[config.mk]
export PLATFORM = sky130hd
export DESIGN_NAME = seven_seg_scan_capture
export DESIGN_NICKNAME = d
export VERILOG_FILES = /design/src/rtl/seven_seg_scan_capture.sv
export SDC_FILE = /design/constraint.sdc
export NUM_CORES = 1
export LEC_CHECK = 0
export ABC_AREA = 1
export ABC_CLOCK_PERIOD_IN_PS = 5070
export CORE_MARGIN = 5
export CORE_UTILIZATION = 50
export CTS_CLUSTER_SIZE = 10
export DETAILED_ROUTE_END_ITERATION = 16
export PLACE_DENSITY_LB_ADDON = 0.15
export SLEW_MARGIN = 15
export SYNTH_ARGS = -nofsm -noshare
export SYNTH_HDL_FRONTEND = slang
export SYNTH_SLANG_ARGS = --single-unit
[constraint.sdc]
create_clock -name clk -period 5.07 [get_ports clk]
set_input_delay 0.7605 -clock clk [delete_from_list [all_inputs] [get_ports clk]]
set_output_delay 0.7605 -clock clk [all_outputs]
set_load 0.01 [all_outputs]
[src/rtl/seven_seg_scan_capture.sv]
// Passive monitor for a time-multiplexed seven-segment bus: rebuilds the displayed
// hex value digit by digit and publishes it once it has stayed identical across scans.
module seven_seg_scan_capture #(
    parameter int DIGITS           = 4,
    parameter int SETTLE           = 2,
    parameter int STABLE_SCANS     = 2,
    parameter bit ANODE_ACTIVE_LOW = 1'b1
) (
    input  logic                  clk,
    input  logic                  reset_n,
    input  logic [DIGITS-1:0]     anodes,
    input  logic [7:0]            segments,
    output logic [4*DIGITS-1:0]   value,
    output logic [DIGITS-1:0]     dp,
    output logic [DIGITS-1:0]     blank,
    output logic [DIGITS-1:0]     error,
    output logic                  valid,
    output logic                  scan_done,
    output logic                  ghost
);

    localparam int CW = $clog2(STABLE_SCANS + 1);
    localparam int SW = $clog2(SETTLE + 1);
    localparam logic [DIGITS-1:0] ANODE_IDLE = ANODE_ACTIVE_LOW ? '1 : '0;

    typedef enum logic [1:0] {
        ST_WAIT,
        ST_SETTLE,
        ST_HELD
    } state_t;

    // Returns {error, blank, nibble} for the active-low g..a segment lines.
    function automatic logic [5:0] decode_seg(input logic [6:0] s);
        case (s)
            7'h40:   decode_seg = {2'b00, 4'h0};
            7'h79:   decode_seg = {2'b00, 4'h1};
            7'h24:   decode_seg = {2'b00, 4'h2};
            7'h30:   decode_seg = {2'b00, 4'h3};
            7'h19:   decode_seg = {2'b00, 4'h4};
            7'h12:   decode_seg = {2'b00, 4'h5};
            7'h02:   decode_seg = {2'b00, 4'h6};
            7'h78:   decode_seg = {2'b00, 4'h7};
            7'h00:   decode_seg = {2'b00, 4'h8};
            7'h18:   decode_seg = {2'b00, 4'h9};
            7'h08:   decode_seg = {2'b00, 4'hA};
            7'h03:   decode_seg = {2'b00, 4'hB};
            7'h46:   decode_seg = {2'b00, 4'hC};
            7'h21:   decode_seg = {2'b00, 4'hD};
            7'h06:   decode_seg = {2'b00, 4'hE};
            7'h0E:   decode_seg = {2'b00, 4'hF};
            7'h3F:   decode_seg = {2'b00, 4'hD};
            7'h7F:   decode_seg = {2'b01, 4'hE};
            default: decode_seg = {2'b10, 4'hF};
        endcase
    endfunction

    logic [DIGITS-1:0]   anodes_q;
    logic [7:0]          segments_q;
    logic [DIGITS-1:0]   act;
    logic [DIGITS-1:0]   act_last;
    logic                one_hot;
    logic                multi;
    logic                changed;

    state_t              state, state_n;
    logic [SW-1:0]       settle_cnt, settle_cnt_n;
    logic                capture;
    logic                enter;

    logic [5:0]          dec;
    logic [DIGITS-1:0]   seen, seen_cap;
    logic [4*DIGITS-1:0] sh_value, sh_value_n, pv_value;
    logic [DIGITS-1:0]   sh_dp, sh_dp_n, pv_dp;
    logic [DIGITS-1:0]   sh_blank, sh_blank_n, pv_blank;
    logic [DIGITS-1:0]   sh_error, sh_error_n, pv_error;
    logic                first_done;
    logic [CW-1:0]       stable_cnt, stable_n;
    logic                done;
    logic                match;
    logic                publish;

    assign act     = ANODE_ACTIVE_LOW ? ~anodes_q : anodes_q;
    assign one_hot = (act != '0) && ((act & (act - DIGITS'(1))) == '0);
    assign multi   = (act != '0) && !one_hot;
    assign changed = (act != act_last);
    assign dec     = decode_seg(segments_q[6:0]);

    // The anode register idles at "no digit selected" so reset never looks like a ghost.
    always_ff @(posedge clk or negedge reset_n) begin
        if (!reset_n) begin
            anodes_q   <= ANODE_IDLE;
            segments_q <= '0;
            act_last   <= '0;
            state      <= ST_WAIT;
            settle_cnt <= '0;
            ghost      <= 1'b0;
        end else begin
            anodes_q   <= anodes;
            segments_q <= segments;
            act_last   <= act;
            state      <= state_n;
            settle_cnt <= settle_cnt_n;
            ghost      <= multi;
        end
    end

    always_comb begin
        state_n      = state;
        settle_cnt_n = settle_cnt;
        capture      = 1'b0;
        enter        = 1'b0;
        case (state)
            ST_WAIT: enter = one_hot;
            default: begin
                if (changed) begin
                    if (one_hot) enter = 1'b1;
                    else         state_n = ST_WAIT;
                end else if (state == ST_SETTLE) begin
                    if (int'(settle_cnt) + 1 >= SETTLE) begin
                        capture = 1'b1;
                        state_n = ST_HELD;
                    end else begin
                        settle_cnt_n = settle_cnt + SW'(1);
                    end
                end
            end
        endcase
        if (enter) begin
            if (SETTLE <= 1) begin
                capture = 1'b1;
                state_n = ST_HELD;
            end else begin
                state_n      = ST_SETTLE;
                settle_cnt_n = SW'(1);
            end
        end
    end

    always_comb begin
        sh_value_n = sh_value;
        sh_dp_n    = sh_dp;
        sh_blank_n = sh_blank;
        sh_error_n = sh_error;
        for (int k = 0; k < DIGITS; k++) begin
            if (capture && act[k]) begin
                sh_value_n[4*k +: 4] = dec[3:0];
                sh_blank_n[k]        = dec[4];
                sh_error_n[k]        = dec[5];
                sh_dp_n[k]           = ~segments_q[7];
            end
        end
        seen_cap = seen | (capture ? act : '0);
        done     = capture && (seen_cap == '1);
        match    = first_done && (sh_value_n == pv_value) && (sh_dp_n == pv_dp) &&
                   (sh_blank_n == pv_blank) && (sh_error_n == pv_error);
        stable_n = match ? ((&stable_cnt) ? stable_cnt : stable_cnt + CW'(1)) : CW'(1);
        publish  = done && (int'(stable_n) >= STABLE_SCANS);
    end

    // Shadow collects the current scan; previous-scan copy and publishing update on completion.
    always_ff @(posedge clk or negedge reset_n) begin
        if (!reset_n) begin
            seen       <= '0;
            sh_value   <= '0;
            sh_dp      <= '0;
            sh_blank   <= '0;
            sh_error   <= '0;
            pv_value   <= '0;
            pv_dp      <= '0;
            pv_blank   <= '0;
            pv_error   <= '0;
            first_done <= 1'b0;
            stable_cnt <= '0;
            scan_done  <= 1'b0;
            value      <= '0;
            dp         <= '0;
            blank      <= '0;
            error      <= '0;
            valid      <= 1'b0;
        end else begin
            sh_value  <= sh_value_n;
            sh_dp     <= sh_dp_n;
            sh_blank  <= sh_blank_n;
            sh_error  <= sh_error_n;
            scan_done <= done;
            if (done) begin
                seen       <= '0;
                pv_value   <= sh_value_n;
                pv_dp      <= sh_dp_n;
                pv_blank   <= sh_blank_n;
                pv_error   <= sh_error_n;
                first_done <= 1'b1;
                stable_cnt <= stable_n;
                if (publish) begin
                    value <= sh_value_n;
                    dp    <= sh_dp_n;
                    blank <= sh_blank_n;
                    error <= sh_error_n;
                    valid <= 1'b1;
                end else if (!match) begin
                    valid <= 1'b0;
                end
            end else begin
                seen <= seen_cap;
            end
        end
    end

endmodule

; Yosys cells after proc, flatten, opt, wreduce, memory -nomap -nowiden
; Index checks and enable logic that the tools add are counted.
[word_totals]
ff_bits = 114
latch_bits = 0
mem_bits_rw = 0
romBits = 0
in_bits = 14
out_inout_bits = 31
elab_cells = 129
memories = 0
[classes]
add_sub_neg = 4
mul = 0
div = 0
magnitude_cmp = 2
n_eq_ne = 29
n_shift = 0
mux = 41
n_bitwise = 4
n_reduce_logical = 26
[ops]
columns = op, n
row1 = $pmux 6 s17, 1
row2 = $eq 7x7->1 const B, 5
row3 = $eq 7x6->1 const B, 4
row4 = $mux 2, 13
row5 = $mux 4, 6
row6 = $eq 7x5->1 const B, 3
row7 = $mux 1, 21
row8 = $eq 16x16->1, 1
row9 = $eq 7x2->1 const B, 2
row10 = $eq 7x4->1 const B, 2
row11 = $eq 4x4->1, 3
row12 = $logic_and 1x1->1, 12
row13 = $reduce_and 4->1, 2
row14 = $eq 7x3->1 const B, 1
row15 = $logic_not 7->1, 1
row16 = $reduce_and 2->1, 3
row17 = $reduce_bool 3->1, 2
row18 = $add 2x1->2 const B, 2
row19 = $and 4x4->4, 1
row20 = $eq 4x4->1 const B, 1
row21 = $logic_not 4->1, 1
row22 = $ne 2x1->1 const B, 2
row23 = $ne 2x2->1 const B, 2
row24 = $ne 4x4->1, 1
row25 = other kinds (14), 14

; Logic depth before layout (Yosys ltp)
; Gate-level depths: netlist of run 1.
[logic_depth]
word_depth = 18
depth_mapped = 24
ltp_nobuf = 21

; Worst setup path after synthesis of run 1
; OpenSTA, ideal clock, no wires.
[synth_timing]
path_type = register -> register
start = reg anodes_q[2]
end = reg blank[0]
setup_time_ns = 0.117
arrival_time_ns = 2.414
required_time_ns = 4.953
slack_ns = 2.539
stages_incl_launch_ff = 19
n_path_buf = 4
synth_period_minus_slack_ns = 2.531
path_cell_list = dfstp_2 nor2_1 nor2_1 nand2_2 nor2_4 buf_6 nand2_2 nor2_4 nor2_1 or2_1 nor2_2 inv_2 buf_6 nor2_4 nand4_1 buf_2 buf_6 nand2_1 nand2_1
[synth_between]
elab_chain_cells = 15
word_cells_on_any_way = 40
cone_classes = order compare (1) / eq/ne (6) / mux (20) / bitwise (2) / reduce/logical (11)
[synth_rtl]
columns = element, line
row1 = start: declaration, 57  ; logic [DIGITS-1:0] anodes_q;
row2 = start signal: assignment, 98  ; anodes_q <= anodes;
row3 = $not 4->4 (*), 82  ; assign act = ANODE_ACTIVE_LOW ? ~anodes_q : anodes_q;
row4 = $ne 4x4->1, 85  ; assign changed = (act != act_last);
row5 = $mux 1, 115  ; if (changed) begin
row6 = $mux 1, 112  ; case (state)
row7 = $logic_and 1x1->1, 145  ; if (capture && act[k]) begin
row8 = $mux 4, 145
row9 = $eq 16x16->1, 154  ; match = first_done && (sh_value_n == pv_value) && (sh_dp_n == pv_dp) &&
row10 = $logic_and 1x1->1 (3 in series), 154
row11 = $logic_and 1x1->1, 155  ; (sh_blank_n == pv_blank) && (sh_error_n == pv_error);
row12 = $mux 2, 156  ; stable_n = match ? ((&stable_cnt) ? stable_cnt : stable_cnt + CW'(1)) : CW'(1);
row13 = $ge 2x2->1, 157  ; publish = done && (int'(stable_n) >= STABLE_SCANS);
row14 = $logic_and 1x1->1, 157
row15 = $reduce_and 2->1 (no line), -
row16 = end signal: assignment, 197  ; blank <= sh_blank_n;
row17 = end: declaration, 15  ; output logic [DIGITS-1:0] blank,
; Every way passes the cells marked *; elsewhere a longest branch is shown, timed or not.
; A chain may end at the register's enable or synchronous reset.

; Final worst setup path of run 1
[layout_timing]
start = reg settle_cnt[0]
end = reg dp[1]
[layout_between]
word_cells_on_any_way = 42
cone_classes = add/sub (1) / order compare (2) / eq/ne (5) / mux (22) / bitwise (1) / reduce/logical (11)
[layout_lines]
columns = element, line
row1 = start: declaration, 66  ; logic [SW-1:0] settle_cnt, settle_cnt_n;
row2 = start signal: assignment, 102  ; settle_cnt <= settle_cnt_n;
row3 = $add 2x1->3, 119  ; if (int'(settle_cnt) + 1 >= SETTLE) begin
row4 = $ge 3x2->1, 119
row5 = $mux 1, 119
row6 = $mux 1, 118  ; end else if (state == ST_SETTLE) begin
row7 = $mux 1, 115
row8 = $mux 1, 112
row9 = $logic_and 1x1->1, 145
row10 = $mux 1, 145
row11 = named net sh_dp_n[2], 73  ; logic [DIGITS-1:0] sh_dp, sh_dp_n, pv_dp;
row12 = $eq 4x4->1, 154
row13 = $logic_and 1x1->1 (2 in series), 154
row14 = $logic_and 1x1->1, 155
row15 = $mux 2, 156
row16 = $ge 2x2->1, 157
row17 = $logic_and 1x1->1, 157
row18 = $reduce_and 2->1 (no line), -
row19 = end signal: assignment, 196  ; dp <= sh_dp_n;
row20 = end: declaration, 14  ; output logic [DIGITS-1:0] dp,
; The timed path passes the listed nets, and every way through them passes these cells.

==> run summary, run 1 <==
outcome: complete, no violations
vias in the first global route: 4798
pins over their slew limit: 0
Avg WL per Cell: 14.4 um
minimum clock period: 3.95 ns
CTS buffer count: 17
Clk pwr share: 0.441
die height: 117 um
unrepaired setup endpoints after global routing: false
Nets: 807
largest family of logic cells by synthesized area: simple AND/OR/NAND/NOR gates
DRC violations left: 0
Multi-input gate area: 0.00231 mm2
TritonCTS clock tree: built
Layout fillers: 1014
Hold Slack: 0.467 ns
final WL: 13.6 mm
Post-Synth XOR/XNOR Area: 0
CTS Hold Bufs: 0
endpoint class of the critical path: flip-flop
Synth Area in Adders: 0.00220
Initial Utilization: 0.505
sequential cell area: 0.00286 mm2
setup bufs post-CTS: 0
synthesized area: 0.00569 mm2
R2R Setup Slk: 1.12 ns
FP Rows: 39
GPL Wtd Cong: 0.850
crit share post-route: 0.779
Clk Tree Root Cell: clkbuf_16
Net Count, Synth: 763
antenna viol nets, final: 0
post-synthesis mux area share: 0
Worst Setup Start Kind: flip-flop
P_sw: 759 uW
largest net degree at the start of global routing: 81
Fin Setup TNS: 0 ns
Area Overhead vs Synth: 19.4%
Net Sw Frac: 0.278
length of the first detailed-routing pass in iterations: 9
share of the synthesized area in the top cell type: 0.484
# diodes: 0
pwr/cell area: 402 mW/mm2
min-delay worst type: reg -> reg
most frequent cell after synthesis: nand2_1
Post-DP HPWL: 9.36 mm
HP Start: value[15]
Via density: 5.16
H-tree lvl count: 4
post-synthesis simple-gate area fraction: 0.364
most frequent cells after synthesis: nand2_1, dfrtp_1, inv_1
reg2reg end: dp[1]
complex-gate fraction of the synthesized area: 0.0391
WP data required: 5.38 ns
Leakage: 0.00355 uW
Yosys top cell by area: dfrtp_1
hold path depth: 2
ratio of cells with drive above 1 in the final layout: 0.102
antenna violations before repair: 0
Hold Path End: value[15]
max_cap viols: 0
Resize count post-CTS: 0
number of distinct library cells after synthesis: 30
reg-to-reg startpoint: settle_cnt[0]
first-pass GRT wire length: 23.0 mm
vias: 4891
fraction of registers with async set/reset: 1.00
Synth area leaders: dfrtp_1, nand2_1, inv_1, nor2_1, nand3_1
Die X: 117 um
average size of a mapped cell: 7.61 um2
Flop pwr share: 0.382
# port buffers: 44
clock sink total: 114
Worst-Margin Slew: 1.01 ns
top_reg_cell synth: dfrtp_1
FF-to-FF path depth: 19
Rel. slew slack: 0.324
clk_skew: 0.0169 ns
post-synthesis sequential area ratio: 0.502
Hold Vio Cnt, Final: 0
VDD IR max: 0.000234 V
Reg clk slew, reported paths: 0.05 ns
Syn Inst Count: 748
Pint: 1980 uW
grt total ovfl: 0
number of flops mapped to enable cells by yosys: 0
Crit Path Max Fanout: 17
Data arrival, critical path: 4.26 ns
drt first-iter violations: 382
later-pin clock latency in the skew report: 0.42 ns
Die ar.: 0.0136 mm2
Finish-stage setup viols: 0
Max clock buf depth: 2
gr usage total: 0.220
fmax: 0.253 GHz
io pins: 45
combinational power share: 0.176
CP Class: reg -> reg
Ys Warns: 0
synthesis-stage register bit count: 114
CORE AREA: 0.0113 mm2
## critical path, stage by stage, from the launching register on
cell and delay (ns):
dfrtp_1 0.34, inv_1 0.06, ha_1 0.20, nor2_1 0.61
nand2_2 0.17, nor2_4 0.41, nand2_1 0.09, nand2_1 0.22
nand2_1 0.08, nand2_1 0.08, nand2_1 0.10, inv_1 0.07
nand2_1 0.04, nor2_1 0.08, nand2_1 0.05, nor2_1 0.10
nand4_1 0.57, buf_4 0.45, nand2_1 0.07, nand2_1 0.05
## final cells by class
| class | instances | area share |
|---|---|---|
| Clock buffer | 21 | 0.0692 |
| Multi-Input combinational cell | 513 | 0.340 |
| Timing Repair Buffer | 51 | 0.0722 |
| Clock inverter | 10 | 0.0195 |
| Tap cell | 143 | 0.0263 |
| Sequential cell | 114 | 0.421 |
| Inverter | 95 | 0.0525 |
## worst max-delay path by stage
stage	from	to	slack [ns]	cells past startpoint
floorplan	anodes_q[2]	blank[0]	2.54	18
global placement	settle_cnt[0]	value[2]	1.21	19
detailed placement	settle_cnt[0]	blank[2]	1.08	17
CTS	settle_cnt[0]	value[4]	1.07	17
global route	settle_cnt[0]	error[2]	0.70	19
finish	settle_cnt[0]	dp[1]	1.12	19
## layout by cell type, fill, tap and decap left out, types with 8 or more instances in the layout
cell type / instances
buf_4: 8
inv_1: 90
clkdlybuf4s50_1: 43
nand3_1: 52
dfrtp_1: 110
clkbuf_16: 17
o21ai_0: 30
nand2_1: 261
or2_2: 21
nand4_1: 35
nand3b_1: 8
nor2_1: 74
## power by group through the flow
| stage | sequential [uW] | combinational [uW] | clock [uW] |
|---|---|---|---|
| 3_5_place_dp | 1060 | 478 | 0 |
| 4_1_cts | 1040 | 481 | 1230 |
| 6_report | 1050 | 482 | 1210 |
| 5_1_grt | 1050 | 552 | 1270 |
| 3_3_place_gp | 1060 | 465 | 0 |
| 2_1_floorplan | 1050 | 359 | 0 |
## sequential cells by signal (all words and copies together) (netlist names), 8 cells and up
signal      flops
pv_value       16
segments_q      8
sh_value       16
value          16
## routing by layer
metal / up-vias / global-route usage / wire, um
li1: 2436 / - / -
met1: 2304 / 0.300 / 6440
met2: 129 / 0.342 / 6320
met3: 22 / 0.0523 / 608
met4: 0 / 0.0872 / 255
met5: - / 0 / 0
## cells by family after synthesis
group           count (synthesis)
compound gates                 42
buf+inv                       121
simple gates                  470
flops                         114
fa+ha+maj                       1
## per-stage QoR
step           std cells  area [um2]  power [uW]  worst slack (ns)  utilization
3_5_place_dp         916        6190        1540              1.08        0.549
6_report             947        6800        2730              1.12        0.603
2_1_floorplan        748        5690        1410              2.54            -
4_1_cts              947        6800        2750              1.07        0.603
5_1_grt              947        6800        2870             0.704        0.603
3_3_place_gp         916        6190        1520              1.21        0.549
Power figures use the tool's default switching activity.
==> inputs of run 2 (changes only) <==
ABC_CLOCK_PERIOD_IN_PS = 3300   (was 5070)
clock period = 3.3 ns   (was 5.07 ns; I/O delays follow)
==> run summary, run 2 (synthesis results as in run 1) <==
Initial Utilization: 0.505
outcome: complete, no violations
Worst Setup Start Kind: flip-flop
Data arrival, critical path: 3.33 ns
VDD IR max: 0.000342 V
vias in the first global route: 4788
Max stage delay on crit path: 0.58 ns
most frequent CP cell: nand2_1
vias: 4917
Max clock buf depth: 2
antenna violations before repair: 0
final core utilization: 0.610
CP Class: reg -> reg
Post-DP HPWL: 9.67 mm
Fin Setup TNS: 0 ns
drt first-iter violations: 347
# port buffers: 44
min-delay worst type: in -> async
clock sink total: 114
Clk Tree Root Cell: clkbuf_16
CP Cell Sequence: nor2_1, nor2_1, nand2_2, nor2_4, buf_12, nand3_2, buf_4, o21ai_0, inv_1, nand2_1, nand2_1, nor2_1, nand3_1, inv_1, nand2_1, nor2_4, buf_4, nand4_1, nand2_1
Die X: 117 um
Die ar.: 0.0136 mm2
ratio of cells with drive above 1 in the final layout: 0.111
Leakage: 0.00360 uW
TritonCTS clock tree: built
H-tree lvl count: 4
Hold Vio Cnt, Final: 0
FP Rows: 39
most frequent cells in the layout: nand2_1, dfrtp_1, inv_1, nor2_1, nand3_1
Rel. slew slack: 0.598
Reg clk slew, reported paths: 0.05 ns
first-pass GRT wire length: 22.7 mm
clk_skew: 0.00692 ns
pins over their slew limit: 0
grt total ovfl: 0
antenna viol nets, final: 0
Via density: 5.11
GPL Wtd Cong: 0.853
die height: 117 um
DRC violations left: 0
CTS buffer count: 17
gr usage total: 0.217
Nets: 822
later-pin clock latency in the skew report: 0.41 ns
Area Overhead vs Synth: 20.8%
Worst path slowest cell: dfstp_2
Avg WL per Cell: 13.9 um
pwr/cell area: 583 mW/mm2
CTS Hold Bufs: 0
final WL: 13.4 mm
endpoint class of the critical path: flip-flop
# diodes: 0
max_cap viols: 0
Crit Path Max Fanout: 10
unrepaired setup endpoints after global routing: false
io pins: 45
minimum clock period: 2.99 ns
length of the first detailed-routing pass in iterations: 5
Worst-Margin Slew: 0.603 ns
commonest non-fill, non-tap cell in the layout: nand2_1
crit share post-route: 0.907
largest net degree at the start of global routing: 48
WP data required: 3.64 ns
CORE AREA: 0.0113 mm2
Hold Slack: 0.0996 ns
Finish-stage setup viols: 0
Largest regs: pv_value x16, sh_value x16, value x16
fmax: 0.334 GHz
==> run 2: cell count changes in the layout (fill, tap and decap cells not counted), sizes merged <==
cell / previous run / this run
buf: 8 / 23
clkbuf: 21 / 32
clkinv: 4 / 0
bufinv: 3 / 0
clkinvlp: 3 / 0
==> run 2: through the flow <==
stage / instances / total power [uW] / setup WS, ns / area, um2
finish: 963 / 4010 / 0.308 / 6880
global route: 963 / 4230 / 0.0182 / 6880
CTS: 961 / 4030 / 0.141 / 6830
detailed placement: 929 / 2380 / 0.148 / 6300
global placement: 929 / 2360 / 0.210 / 6300
floorplan: 748 / 2160 / 0.769 / 5690
==> run 2: metal layers <==
layer,track usage,wire [um],up-vias
met1,0.291,6230,2290
met5,0,0,-
li1,-,-,2462
met4,0.0956,418,0
met3,0.0477,567,34
met2,0.338,6170,131
==> run 2: area by class of cell <==
cell class	count	area (um2)
fillers	964	4400
flip-flops and latches	114	2860
multi-input cells	513	2320
repair buffers	66	628
clock buffers	32	532
inverters	95	357
well taps	143	179
==> run 2: final timing paths <==
path	from	to	slack, ns	cells past startpoint
setup reg to reg	anodes_q[2]	dp[2]	0.31	19
hold / removal	reset_n	settle_cnt[0]	0.1	1
min in group clk	value[13]	value[13]	0.46	2
max in group asynchronous	reset_n	blank[2]	2.40	2
hold reg to reg	value[13]	value[13]	0.46	2
setup / recovery	anodes_q[2]	dp[2]	0.31	19
==> run 2: critical path: cells and delay by family (launching register included) <==
family	cells	cell delay, ns
and+or+nand+nor	13	1.39
AOI/OAI and AO/OA	1	0.24
buffers and inverters	5	0.69
DFF	1	0.58
==> run 2: what timing repair did <==
action | 4_1_cts | 5_1_grt
gates resized for setup | 0 | 4
setup buffers | 0 | 2
setup endpoints to repair | 0 | 30
==> run 2: power by group <==
group	leakage (uW)	internal (uW)	switching (uW)
registers	0.00149	1550	57.3
clock network	0.000257	1060	576
logic	0.00185	271	495
total	0.00360	2880	1130
==> inputs of run 3 (changes only) <==
CORE_MARGIN = 8   (was 5)
==> run summary, run 3 (synthesis results as in run 1) <==
Initial Utilization: 0.505
DRC violations left: 0
endpoint class of the critical path: flip-flop
Max stage delay on crit path: 0.58 ns
drt first-iter violations: 316
family with the most delay on the worst path: simple AND/OR/NAND/NOR gates
Die ar.: 0.0151 mm2
Finish-stage setup viols: 0
Flop pwr share: 0.383
# port buffers: 44
Layout fillers: 1025
pins over their slew limit: 0
vias: 4880
Pint: 3020 uW
minimum clock period: 2.98 ns
GPL Wtd Cong: 0.876
Clk Tree Root Cell: clkbuf_16
vias in the first global route: 4953
Crit path depth: 19
Worst path slowest cell: dfstp_2
pwr/cell area: 608 mW/mm2
H-tree lvl count: 4
WP data required: 3.61 ns
Leakage: 0.00361 uW
P_sw: 1180 uW
unrepaired setup endpoints after global routing: false
antenna viol nets, final: 0
post-route setup slack: 0.321 ns
most frequent cells in the layout: nand2_1, dfrtp_1, inv_1, nor2_1, nand3_1
Net Sw Frac: 0.281
max_cap viols: 0
clk_skew: 0.0164 ns
Hold Vio Cnt, Final: 0
Post-DP HPWL: 9.70 mm
most frequent CP cell: nor2_1
CORE AREA: 0.0113 mm2
Crit Path Max Fanout: 29
sequential cell area: 0.00286 mm2
FP Rows: 39
CTS buffer count: 17
Data arrival, critical path: 3.29 ns
Rel. slew slack: 0.583
clock sink total: 114
crit share post-route: 0.903
final WL: 13.9 mm
outcome: complete, no violations
CP Class: reg -> reg
die height: 123 um
Area Overhead vs Synth: 21.2%
largest net degree at the start of global routing: 115
# diodes: 0
Largest regs: pv_value x16, sh_value x16, value x16
min-delay worst type: in -> async
VDD IR max: 0.000514 V
gr usage total: 0.199
WP buf/inv: 4
Worst Setup Start Kind: flip-flop
Nets: 817
CP Cell Sequence: nor2_1, nor2_1, nand2_2, nor2_4, nand3_2, buf_4, o21ai_0, inv_1, nand2_1, nand2_1, nor2_1, nand3_1, inv_1, nand2_1, nor2_2, buf_12, nand2_1, nor2_1, nor2_1
Multi-input gate area: 0.00232 mm2
length of the first detailed-routing pass in iterations: 4
first-pass GRT wire length: 23.5 mm
Worst-Margin Slew: 0.626 ns
TritonCTS clock tree: built
antenna violations before repair: 0
Avg WL per Cell: 14.6 um
Die X: 123 um
fmax: 0.336 GHz
ratio of cells with drive above 1 in the final layout: 0.115
later-pin clock latency in the skew report: 0.42 ns
FF-to-FF path depth: 19
Fin Setup TNS: 0 ns
Max clock buf depth: 2
io pins: 45
grt total ovfl: 0
pre-CTS worst setup slack: 0.237 ns
commonest non-fill, non-tap cell in the layout: nand2_1
Reg clk slew, reported paths: 0.05 ns
Clk pwr share: 0.436
combinational power share: 0.180
Via density: 5.09
CTS Hold Bufs: 0
==> run 3: routing by layer <==
layer,global-route usage,vias up,share of wire
met5,0,-,0
met4,0.0845,0,0.024
met3,0.0672,25,0.057
met2,0.322,105,0.48
met1,0.238,2298,0.44
li1,-,2452,-
==> run 3: cell type report <==
| class | instances | share of cell area |
|---|---|---|
| timing repair buffer | 61 | 0.0856 |
| multi-input combinational | 513 | 0.336 |
| sequential | 114 | 0.414 |
| inverter | 95 | 0.0517 |
| tap | 143 | 0.0259 |
| clock inverter | 9 | 0.0149 |
| clock buffer | 23 | 0.0722 |
==> run 3: final timing paths <==
check / to / startpoint / slack [ns]
min in group clk: error[3] / error[3] / 0.46
max in group asynchronous: pv_value[15] / reset_n / 2.66
min reg2reg: error[3] / error[3] / 0.46
max reg2reg: stable_cnt[0] / anodes_q[2] / 0.32
max: stable_cnt[0] / anodes_q[2] / 0.32
min: act_last[2] / reset_n / 0.15
==> run 3: through the flow <==
step | hold slack [ns] | utilization | instances | instance area [um2] | power (uW)
finish | 0.152 | 0.612 | 958 | 6900 | 4200
global placement | 0.454 | 0.556 | 922 | 6260 | 2350
global route | 0.216 | 0.612 | 958 | 6900 | 4410
CTS | 0.200 | 0.609 | 954 | 6860 | 4220
detailed placement | 0.458 | 0.556 | 922 | 6260 | 2370
floorplan | 0.199 | - | 748 | 5690 | 2160
==> run 3: worst register-to-register path: stages, from the launching register on <==
cell and delay [ns]:
dfstp_2 0.58, nor2_1 0.05, nor2_1 0.14, nand2_2 0.09
nor2_4 0.19, nand3_2 0.09, buf_4 0.18, o21ai_0 0.25
inv_1 0.13, nand2_1 0.07, nand2_1 0.05, nor2_1 0.17
nand3_1 0.13, inv_1 0.07, nand2_1 0.08, nor2_2 0.16
buf_12 0.19, nand2_1 0.10, nor2_1 0.09, nor2_1 0.05
==> run 3: timing repair <==
action | in CTS | in global routing
resized for setup | 0 | 2
buffers inserted | 0 | 4
endpoints found under the setup margin | 0 | 6
hold endpoints to repair | 0 | 0
==> run 3: power by group through the flow <==
stage | Combinational [uW] | Sequential (uW) | Clock [uW]
after floorplan | 552 | 1610 | 0
after global placement | 728 | 1620 | 0
after detailed placement | 746 | 1630 | 0
after CTS | 753 | 1610 | 1860
after global routing | 877 | 1620 | 1910
final | 757 | 1610 | 1830
